--- config.mk ---
export PLATFORM = sky130hd
export DESIGN_NAME = mmio_uart_tx
export DESIGN_NICKNAME = d
export VERILOG_FILES = /design/src/rtl/uart_tx_pkg.sv /design/src/rtl/mmio_uart_tx_fifo.sv /design/src/rtl/mmio_uart_tx.sv
export SDC_FILE = /design/constraint.sdc
export NUM_CORES = 1
export LEC_CHECK = 0
export BUFFER_PORTS_ARGS = -buffer_cell sky130_fd_sc_hd__buf_4
export CAP_MARGIN = 20
export CORE_AREA = 2 2 142 144
export CTS_CLUSTER_DIAMETER = 150
export DETAILED_ROUTE_END_ITERATION = 10
export DIE_AREA = 0 0 144 146
export GPL_TIMING_DRIVEN = 0
export MAX_ROUTING_LAYER = met4
export PLACE_DENSITY_LB_ADDON = 0.2
export SLEW_MARGIN = 20
export SYNTH_ARGS = -nofsm -noshare
export SYNTH_HDL_FRONTEND = slang
export SYNTH_SLANG_ARGS = --single-unit
--- constraint.sdc ---
create_clock -name clk -period 6 [get_ports clk]
set_input_delay 0.6 -clock clk [delete_from_list [all_inputs] [get_ports clk]]
set_output_delay 0.6 -clock clk [all_outputs]
set_load 0.01 [all_outputs]
--- src/rtl/uart_tx_pkg.sv ---
// Shared definitions for the memory-mapped UART transmitter.
package uart_tx_pkg;

  // Register offsets from BASE_ADDR
  localparam logic [1:0] OFF_DATA   = 2'd0;
  localparam logic [1:0] OFF_STATUS = 2'd1;
  localparam logic [1:0] OFF_DIV    = 2'd2;

  // STATUS register bit positions
  localparam int unsigned STAT_FULL    = 0;
  localparam int unsigned STAT_EMPTY   = 1;
  localparam int unsigned STAT_BUSY    = 2;
  localparam int unsigned STAT_OVF     = 3;
  localparam int unsigned STAT_CNT_LSB = 4;

  // Serializer states
  typedef enum logic [1:0] {
    IDLE,
    START,
    DATA,
    STOP
  } tx_state_e;

endpackage

--- src/rtl/mmio_uart_tx_fifo.sv ---
// Small circular-buffer FIFO with combinational head output.
module sync_fifo #(
  parameter int unsigned WIDTH      = 8,
  parameter int unsigned DEPTH_LOG2 = 2
) (
  input  logic                  clk,
  input  logic                  rst,
  input  logic                  push,
  input  logic                  pop,
  input  logic [WIDTH-1:0]      din,
  output logic [WIDTH-1:0]      dout,
  output logic                  full,
  output logic                  empty,
  output logic [DEPTH_LOG2:0]   count
);

  localparam int unsigned DEPTH = 1 << DEPTH_LOG2;

  logic [WIDTH-1:0]      mem_q [DEPTH];
  logic [DEPTH_LOG2-1:0] wr_ptr_q, rd_ptr_q;
  logic [DEPTH_LOG2:0]   count_q;
  logic                  push_ok, pop_ok;

  assign full    = (count_q == (DEPTH_LOG2 + 1)'(DEPTH));
  assign empty   = (count_q == '0);
  assign count   = count_q;
  assign dout    = mem_q[rd_ptr_q];
  // A push into a full FIFO only lands when a pop frees a slot on the same edge
  assign push_ok = push & (~full | pop);
  assign pop_ok  = pop & ~empty;

  // Pointer and occupancy tracking
  always_ff @(posedge clk or posedge rst) begin
    if (rst) begin
      wr_ptr_q <= '0;
      rd_ptr_q <= '0;
      count_q  <= '0;
    end else begin
      if (push_ok) wr_ptr_q <= wr_ptr_q + 1'b1;
      if (pop_ok)  rd_ptr_q <= rd_ptr_q + 1'b1;
      case ({push_ok, pop_ok})
        2'b10:   count_q <= count_q + 1'b1;
        2'b01:   count_q <= count_q - 1'b1;
        default: count_q <= count_q;
      endcase
    end
  end

  // Storage array, contents need no reset
  always_ff @(posedge clk) begin
    if (push_ok) mem_q[wr_ptr_q] <= din;
  end

endmodule

--- src/rtl/mmio_uart_tx.sv ---
// Memory-mapped 8N1 UART transmitter: register decode, FIFO and serializer.
module mmio_uart_tx
  import uart_tx_pkg::*;
#(
  parameter logic [15:0] BASE_ADDR       = 16'hFF00,
  parameter int unsigned FIFO_DEPTH_LOG2 = 2,
  parameter logic [15:0] DEFAULT_DIV     = 16'd16
) (
  input  logic        clk,
  input  logic        pc_reset,
  input  logic [15:0] mem_address,
  input  logic [15:0] mem_write_data,
  input  logic        mem_read,
  input  logic        mem_write,
  output logic [15:0] read_data,
  output logic        hit,
  output logic        tx,
  output logic        busy
);

  logic [15:0] offset;
  logic        wr_data, wr_status, wr_div;

  logic [15:0] div_q, div_d;
  logic        ovf_q, ovf_d;

  tx_state_e   state_q, state_d;
  logic        tx_q, tx_d;
  logic        busy_q, busy_d;
  logic [15:0] cyc_q, cyc_d;
  logic [15:0] div_act_q, div_act_d;
  logic [2:0]  bit_q, bit_d;
  logic [7:0]  shift_q, shift_d;
  logic        bit_end;

  logic                     fifo_pop, fifo_full, fifo_empty;
  logic [7:0]               fifo_dout;
  logic [FIFO_DEPTH_LOG2:0] fifo_count;
  logic [15:0]              status;

  // Modular subtraction keeps the window decode correct for any BASE_ADDR
  assign offset    = mem_address - BASE_ADDR;
  assign hit       = (offset < 16'd3);
  assign wr_data   = mem_write & hit & (offset[1:0] == OFF_DATA);
  assign wr_status = mem_write & hit & (offset[1:0] == OFF_STATUS);
  assign wr_div    = mem_write & hit & (offset[1:0] == OFF_DIV);
  assign tx        = tx_q;
  assign busy      = busy_q;
  assign bit_end   = (cyc_q == div_act_q - 16'd1);

  sync_fifo #(
    .WIDTH      (8),
    .DEPTH_LOG2 (FIFO_DEPTH_LOG2)
  ) u_fifo (
    .clk   (clk),
    .rst   (pc_reset),
    .push  (wr_data),
    .pop   (fifo_pop),
    .din   (mem_write_data[7:0]),
    .dout  (fifo_dout),
    .full  (fifo_full),
    .empty (fifo_empty),
    .count (fifo_count)
  );

  // STATUS word assembly and load-data mux
  always_comb begin
    status                     = '0;
    status[STAT_FULL]          = fifo_full;
    status[STAT_EMPTY]         = fifo_empty;
    status[STAT_BUSY]          = busy_q;
    status[STAT_OVF]           = ovf_q;
    status[STAT_CNT_LSB +: 3]  = 3'(fifo_count);
    read_data = '0;
    if (mem_read && hit) begin
      case (offset[1:0])
        OFF_STATUS: read_data = status;
        OFF_DIV:    read_data = div_q;
        default:    read_data = '0;
      endcase
    end
  end

  // Software-visible register updates
  always_comb begin
    div_d = div_q;
    if (wr_div) div_d = (mem_write_data == '0) ? 16'd1 : mem_write_data;
    ovf_d = ovf_q;
    if (wr_status && mem_write_data[STAT_OVF]) ovf_d = 1'b0;
    else if (wr_data && fifo_full && !fifo_pop) ovf_d = 1'b1;
  end

  // Register file state
  always_ff @(posedge clk or posedge pc_reset) begin
    if (pc_reset) begin
      div_q <= DEFAULT_DIV;
      ovf_q <= 1'b0;
    end else begin
      div_q <= div_d;
      ovf_q <= ovf_d;
    end
  end

  // Serializer state register
  always_ff @(posedge clk or posedge pc_reset) begin
    if (pc_reset) state_q <= IDLE;
    else          state_q <= state_d;
  end

  // Serializer next-state logic
  always_comb begin
    state_d = state_q;
    case (state_q)
      IDLE:  if (!fifo_empty) state_d = START;
      START: if (bit_end) state_d = DATA;
      DATA:  if (bit_end && bit_q == 3'd7) state_d = STOP;
      STOP:  if (bit_end) state_d = fifo_empty ? IDLE : START;
      default: state_d = IDLE;
    endcase
  end

  // Serializer datapath and FIFO pop per state
  always_comb begin
    tx_d      = tx_q;
    busy_d    = busy_q;
    cyc_d     = bit_end ? 16'd0 : cyc_q + 16'd1;
    div_act_d = div_act_q;
    bit_d     = bit_q;
    shift_d   = shift_q;
    fifo_pop  = 1'b0;
    case (state_q)
      IDLE: begin
        cyc_d = '0;
        if (!fifo_empty) begin
          fifo_pop  = 1'b1;
          shift_d   = fifo_dout;
          div_act_d = div_q;
          tx_d      = 1'b0;
          busy_d    = 1'b1;
        end
      end
      START: begin
        if (bit_end) begin
          tx_d  = shift_q[0];
          bit_d = '0;
        end
      end
      DATA: begin
        if (bit_end) begin
          if (bit_q == 3'd7) begin
            tx_d = 1'b1;
          end else begin
            tx_d    = shift_q[1];
            shift_d = shift_q >> 1;
            bit_d   = bit_q + 3'd1;
          end
        end
      end
      STOP: begin
        if (bit_end) begin
          if (!fifo_empty) begin
            fifo_pop  = 1'b1;
            shift_d   = fifo_dout;
            div_act_d = div_q;
            tx_d      = 1'b0;
          end else begin
            busy_d = 1'b0;
          end
        end
      end
      default: ;
    endcase
  end

  // Serializer datapath registers
  always_ff @(posedge clk or posedge pc_reset) begin
    if (pc_reset) begin
      tx_q      <= 1'b1;
      busy_q    <= 1'b0;
      cyc_q     <= '0;
      div_act_q <= DEFAULT_DIV;
      bit_q     <= '0;
      shift_q   <= '0;
    end else begin
      tx_q      <= tx_d;
      busy_q    <= busy_d;
      cyc_q     <= cyc_d;
      div_act_q <= div_act_d;
      bit_q     <= bit_d;
      shift_q   <= shift_d;
    end
  end

endmodule

==> results of run 1 <==
[Yosys cell counts, drive strengths merged, types with 3 or more instances]
library cell / instances
clkbuf: 18
nor2: 40
or2: 3
nor4: 4
nand4: 4
nor3: 15
nand2b: 4
and3: 9
mux4: 8
xor2: 19
nand2: 42
edfxtp: 32
o21ai: 22
and2: 11
a21boi: 4
a22oi: 7
xnor2: 14
a21oi: 8
a22o: 3
or3: 6
dfstp: 3
ha: 18
a41oi: 3
o211a: 4
nand3: 19
inv: 17
dfrtp: 68
mux2: 42
buf: 4
[state kept, by name (all words and copies together), names as in the netlist]
name,count
cyc_q,16
u_fifo.wr_ptr_q,2
busy,1
div_act_q,16
shift_q,8
div_q,16
u_fifo.mem_q,32
tx,1
bit_q,3
state_q,2
u_fifo.count,3
u_fifo.rd_ptr_q,2
ovf_q,1
[layer usage]
metal | track usage | part of all wire | vias up
met1 | 0.1700 | 0.49 | 1951
met2 | 0.2007 | 0.47 | 63
met4 | 0.05147 | 0.022 | 0
met5 | - | 0 | -
li1 | - | - | 1918
met3 | 0.01645 | 0.023 | 18
[final timing paths]
| path | slack (ns) | to | from | depth (start not counted) |
|---|---|---|---|---|
| worst max register to register | 1.62 | u_fifo.count[2]$_DFFE_PP0P_ | div_act_q[0]$_DFFE_PP0P_ | 15 |
| worst min register to register | 0.49 | ovf_q$_DFFE_PP0P_ | ovf_q$_DFFE_PP0P_ | 2 |
| min in group clk | 0.48 | u_fifo.mem_q[0][0]$_DFFE_PP_ | mem_write_data[0] | 1 |
| worst max-delay path | 1.62 | u_fifo.count[2]$_DFFE_PP0P_ | div_act_q[0]$_DFFE_PP0P_ | 15 |
| worst min-delay path | 0.18 | state_q[1]$_DFFE_PP0P_ | pc_reset | 2 |
| max in group asynchronous | 5.23 | div_act_q[4]$_DFFE_PP1P_ | pc_reset | 3 |
[power by group through the flow]
stage | clock network [uW] | registers, uW | logic [uW]
3_5_place_dp | 0 | 738 | 43.9
2_1_floorplan | 0 | 738 | 11.8
3_3_place_gp | 0 | 738 | 40.0
5_1_grt | 647 | 724 | 47.5
6_report | 602 | 724 | 42.0
4_1_cts | 622 | 724 | 43.9
[through the flow]
step                instances  power (uW)
floorplan                 490       750.2
detailed placement        810       782.2
global placement          809       778.3
global route              826        1419
CTS                       826        1389
finish                    826        1367
[cells by family (layout without fill, tap and decap cells)]
group,Yosys count,after routing
AOI/OAI and AO/OA,71,71
xor gates and xnor gates,33,33
adders and majority gates,19,19
buffers and inverters,40,111
DFF,103,103
muxes,52,52
and+or+nand+nor,172,172
[critical path, delay by kind of cell, from the launching register on]
| family | cells | cell delay (ns) |
|---|---|---|
| flip-flops | 1 | 0.44 |
| adder cells (fa/ha/maj) | 3 | 0.92 |
| XOR/XNOR | 2 | 0.30 |
| buffers and inverters | 2 | 0.16 |
| AND/OR/NAND/NOR | 5 | 1.48 |
| AO/OA/AOI/OAI | 3 | 0.99 |
[layout make-up]
class | count | area (sq um) | share of cell area
clock inverter | 7 | 78.83 | 0.01191
clock buffer | 9 | 225.2 | 0.03403
tap | 265 | 331.6 | 0.05009
sequential | 103 | 2741 | 0.4142
inverter | 18 | 70.07 | 0.01059
multi-input combinational | 347 | 2640 | 0.3989
timing repair buffer | 55 | 432.9 | 0.06541
buffer | 22 | 98.84 | 0.01493
==> impl_metrics.csv, run 1 <==
group,metric,value,unit
synth,synth.distinct_cells,67,
routing,wl_per_cell,15.15,um
power_and_ir_drop,swShare,0.2377,
sta,tns,0,ns
die,fp-row-count,51,
sta,min_period,4.377,ns
routing,wl,12520,um
synth,synth_area_leaders,"dfrtp_1 31%, edfxtp_1 17%, mux2_2 6.3%",
clock_network,cts_root_buf,"clkbuf_16",
synth,synth_warnings,0,
synth,netlist_instances,490,
worst_hold_path,hp-class,"in -> async",
die,die_w,144,um
synth,synth-simple-area-share,0.1574,
clock_network,cts-hold-fix-buffers,0,
final_layout,post-route-cell-area,0.006619,sq mm
sta,tightest_slew,0.8436,ns
synth,synth.avg_cell_area,11.32,sq um
grt,overflow,0,
power_and_ir_drop,p_per_area,206.5,mW/mm^2
synth,yosysSeqAreaShare,0.4941,
die,coreArea,0.01933,sq mm
synth,netlist_area,0.005548,sq mm
sta,finalCritPeriodShare,0.7296,
sta,finalSetupViolCount,0,
final_layout,final_common_cell,"dfrtp_1",
clock_network,cts-resized-gates,0,
power_and_ir_drop,power.leakage,0.002891,uW
die,start_util,0.2869,
run,drv_cap,0,
grt,grt_pass1_wl,20670,um
routing,ant_nets,0,
clock_network,clk-insertion-delay-late,0.35,ns
routing,firstDrtPassIters,4,
routing,drc,0,
place,routabilityCongestion,0.8100,
power_and_ir_drop,internal_power,1042,uW
final_layout,post-route-util,0.3423,
place,port_buffers,54,
setup_path,endpoint_kind,"flop",
final_layout,nNetsFinal,611,
grt,grt_pass1_vias,3972,
clock_network,cts_tree,"done",
synth,synth_edf_count,32,
grt,track_usage,0.1289,
place,dpl-instance-area,0.006315,sq mm
grt,grt_max_degree,57,
final_layout,layout-drive-gt1-share,0.2478,
place,pre_cts_ws,1.674,ns
synth,async_flop_share,0.6893,
power_and_ir_drop,p_clk_frac,0.440,
place,dpl.hpwl,9355,um
sta,max_freq,228.4,MHz
synth,ys_ff_latch,103,
routing,first_iter_violations,173,
routing,via_per_inst,4.782,
setup_path,crit_fanout,8,
sta,rsz0062_at_grt,"false",
setup_path,arrival,4.66,ns
power_and_ir_drop,switching_power,325.0,uW
setup_path,worstPathRequired,6.28,ns
final_layout,fillers,1928,
final_layout,synthToLayoutAreaGrowth,19.31,%
synth,yosys.area.top_type,"dfrtp_1",
synth,synthXorXnorAreaFrac,0.05210,
clock_network,htreeDepth,3,
sta,hold_ws,0.1754,ns
clock_network,clock-sinks,103,
clock_network,clock_path_buffers,2,
power_and_ir_drop,ir_drop,0.1242,mV
power_and_ir_drop,comb_power_share,0.031,
synth,ys.flop_type,"dfrtp_1",
synth,yosys.area.top_type_share,0.3067,
status,outcome,"complete, no violations",
die,die_h,146,um
final_layout,final_cell_mix,"68 x dfrtp_1, 54 x buf_4, 42 x nand2_1, 40 x nor2_1, 32 x edfxtp_1",
sta,fin_ws,1.623,ns
sta,max_slew_margin,0.4333,
die,die_area,0.02102,sq mm
synth,synth_top_family_by_area,"simple AND/OR/NAND/NOR gates",
synth,synthMuxAreaShare,0.1288,
clock_network,cts_buffers,9,
synth,synth_compound_area_frac,0.09337,
setup_path,slowest_delay,0.56,ns
final_layout,n_antenna_cell,0,
sta,skew,0.007282,ns
setup_path,critPathKind,"reg -> reg",
synth,synth_nets,545,
power_and_ir_drop,power.share.sequential,0.529,
grt,antenna_found_initial,0,
sta,slew_violations,0,
setup_path,cpMaxStageDelayCell,"or4b_1",
clock_network,cts_setup_buffers,0,
synth,post_synth_fa_ha_maj_area_fraction,0.04420,
routing,dr_total_vias,3950,
sta,hold_viol,0,
setup_path,crit_chain,"inv_1 > ha_1 > or4b_1 > and4b_1 > a31oi_1 > o311ai_0 > and4_1 > nand4_1 > a21boi_2 > ha_1 > inv_1 > fa_1 > xor2_1 > nor2_1 > xor2_1",
clock_network,clk_pin_slew,0.08,ns
setup_path,cp-start-kind,"flop",
die,ioPinCount,55,
Power figures use the tool's default switching activity.
==> inputs of run 2 (changes only) <==
ABC_AREA = 1   (was unset)
CORE_AREA = 2 2 141 143   (was 2 2 142 144)
DIE_AREA = 0 0 143 145   (was 0 0 144 146)
clock period = 3.8 ns   (was 6 ns; I/O delays follow)
==> run 2 against run 1 <==
The run now ends with hold timing left. Total power rose to 2.9 times the previous value. Critical path depth is 1 higher. Via count rose by 8.3%. Synthesized area fell by 1.2%. Worst hold slack worse by 0.18 ns. Worst setup slack lost 1.1 ns. Fmax rose by 35%.
==> impl_metrics.csv, run 2 <==
group,metric,value,unit
status,outcome,"finished, violations left",
status,violations,"hold timing",
setup_path,worstPathRequired,3.79,ns
setup_path,slowest_delay,0.65,ns
setup_path,cp_common_cell,"nand2_1",
final_layout,multiInputGateArea,0.002379,sq mm
synth,synth_commonest_cells,"121 x nand2_1, 70 x inv_1, 68 x dfrtp_1, 68 x nor2_1, 32 x edfxtp_1",
grt,grt_pass1_vias,4117,
setup_path,cp-start-kind,"flop",
routing,firstDrtPassIters,4,
final_layout,post-route-cell-area,0.006546,sq mm
setup_path,critPathKind,"reg -> reg",
sta,slew_violations,0,
final_layout,nNetsFinal,739,
routing,wl,12930,um
final_layout,layout-drive-gt1-share,0.1814,
routing,wl_per_cell,13.55,um
final_layout,final_cell_mix,"121 x nand2_1, 69 x inv_1, 68 x nor2_1, 68 x dfrtp_1, 54 x buf_4",
synth,yosys.area.top_type,"dfrtp_1",
run,drv_cap,0,
clock_network,clk-insertion-delay-late,0.36,ns
synth,synth_nets,673,
final_layout,synthToLayoutAreaGrowth,19.45,%
clock_network,cts_tree,"done",
grt,track_usage,0.1353,
die,die_w,143,um
die,ioPinCount,55,
synth,netlist_area,0.005480,sq mm
sta,hold_viol,6,
grt,grt_max_degree,47,
routing,dr_total_vias,4277,
routing,ant_nets,0,
sta,max_freq,309.4,MHz
routing,first_iter_violations,313,
synth,yosys.area.top_type_share,0.3105,
setup_path,crit_chain,"inv_2 > ha_1 > nand3_2 > nor2_2 > nand2_1 > nand2_1 > nand2_1 > nor2_1 > nand3_1 > nor2_4 > nand3_2 > nand2_1 > nand2_2 > nand2_1 > nand2_2 > nor2_1",
die,fp-row-count,51,
clock_network,cts-resized-gates,0,
final_layout,largest_register_ffs,32,
die,start_util,0.2853,
routing,via_per_inst,4.483,
clock_network,clock_path_buffers,2,
synth,ys_ff_latch,103,
clock_network,cts_setup_buffers,0,
synth,async_flop_share,0.6893,
clock_network,cts_root_buf,"clkbuf_16",
final_layout,post-route-util,0.3408,
clock_network,clk_pin_slew,0.08,ns
sta,tns,0,ns
final_layout,n_antenna_cell,0,
power_and_ir_drop,ir_drop,0.2609,mV
synth,ys.flop_type,"dfrtp_1",
die,coreArea,0.01921,sq mm
sta,skew,0.01679,ns
power_and_ir_drop,power,3994,uW
synth,synth_edf_count,32,
grt,grt_pass1_wl,21560,um
sta,finalSetupViolCount,0,
clock_network,htreeDepth,3,
sta,max_slew_margin,0.4486,
setup_path,endpoint_kind,"flop",
worst_hold_path,hp-class,"in -> async",
synth,synth.avg_cell_area,8.868,sq um
clock_network,cts-hold-fix-buffers,0,
sta,finalCritPeriodShare,0.8505,
sta,hold_ws,-0.003042,ns
final_layout,top_register,"u_fifo.mem_q",
setup_path,arrival,3.22,ns
synth,synth.distinct_cells,48,
synth,netlist_instances,618,
final_layout,fillers,1975,
setup_path,crit_fanout,8,
synth,yosysSeqAreaShare,0.5002,
setup_path,cpMaxStageDelayCell,"nor2_1",
place,dpl.hpwl,9870,um
sta,tightest_slew,0.8241,ns
grt,overflow,0,
sta,min_period,3.232,ns
final_layout,final_common_cell,"nand2_1",
place,routabilityCongestion,0.7907,
power_and_ir_drop,power.leakage,0.002920,uW
clock_network,clock-sinks,103,
power_and_ir_drop,p_per_area,610.1,mW/mm^2
sta,rsz0062_at_grt,"false",
grt,antenna_found_initial,0,
place,port_buffers,54,
synth,synth_area_leaders,"dfrtp_1 31%, edfxtp_1 18%, nand2_1 8.3%",
clock_network,cts_buffers,9,
synth,synth_warnings,0,
place,dpl-instance-area,0.006247,sq mm
routing,drc,0,
synth,post-synth-top-count-cell,"nand2_1",
die,die_area,0.02074,sq mm
final_layout,seq_area,0.002741,sq mm
die,die_h,145,um
[run 2: changes by cell type in the layout (fill, tap and decap cells not counted), moves of 11 or more]
cell	previous run	this run
nand2_1	42	121
inv_1	16	69
nor2_1	40	68
mux2_2	31	4
o21ai_1	0	12
a21oi_1	7	18
mux2_4	11	0
nand3_1	19	30
[run 2: logic make-up (layout without fill, tap and decap cells)]
group                    Yosys count  count (layout)  synth area share
AND/OR/NAND/NOR                  280             280            0.2336
flip-flops                       103             103            0.5002
AO/OA/AOI/OAI                     98              98            0.1121
buffers and inverters             92             163           0.06575
XOR/XNOR                          21              21           0.03356
adder cells (fa/ha/maj)           19              19           0.04475
multiplexers                       5               5           0.01005
[run 2: power by group]
| group | switching [uW] | total [uW] | internal (uW) |
|---|---|---|---|
| combinational | 1020 | 1590 | 569 |
| sequential | 145 | 1460 | 1320 |
| clock | 469 | 938 | 468 |
| total | 1640 | 3990 | 2360 |
[run 2: final timing paths]
kind	from	endpoint	slack (ns)	cells past startpoint
worst max-delay path	div_act_q[0]$_DFFE_PP0P_	u_fifo.mem_q[3][0]$_DFFE_PP_	0.57	16
worst min-delay path	pc_reset	shift_q[1]$_DFFE_PP0P_	-0.003	2
worst max register to register	div_act_q[0]$_DFFE_PP0P_	u_fifo.mem_q[3][0]$_DFFE_PP_	0.57	16
worst min register to register	shift_q[0]$_DFFE_PP0P_	shift_q[0]$_DFFE_PP0P_	0.48	2
max in group asynchronous	pc_reset	div_q[4]$_DFFE_PP1P_	3.19	3
min in group clk	mem_write_data[5]	u_fifo.mem_q[1][5]$_DFFE_PP_	0.25	1
[run 2: critical path, delay by kind of cell, from the launching register on]
family,cells,cell delay (ns)
flip-flops,1,0.43
adder cells (fa/ha/maj),1,0.21
AND/OR/NAND/NOR,14,2.07
buffers and inverters,1,0.13
[run 2: cell type report]
| type | instances | share of cell area |
|---|---|---|
| sequential | 103 | 0.4188 |
| clock buffer | 9 | 0.03440 |
| timing repair buffer | 55 | 0.06613 |
| inverter | 76 | 0.04396 |
| tap | 265 | 0.05065 |
| multi-input combinational | 423 | 0.3633 |
| clock inverter | 7 | 0.01128 |
| buffer | 16 | 0.01147 |
[run 2: metrics by stage]
stage | setup slack (ns) | std cells
finish | 0.5682 | 954
global placement | 0.5331 | 937
detailed placement | 0.5175 | 938
floorplan | 0.9776 | 618
global route | 0.2225 | 954
CTS | 0.5151 | 954
[run 2: routing by layer]
layer,up-vias,GRT usage,part of all wire
li1,2182,-,-
met3,8,0.01980,0.027
met2,66,0.2017,0.46
met4,0,0.04752,0.016
met1,2021,0.1877,0.50
met5,-,-,0
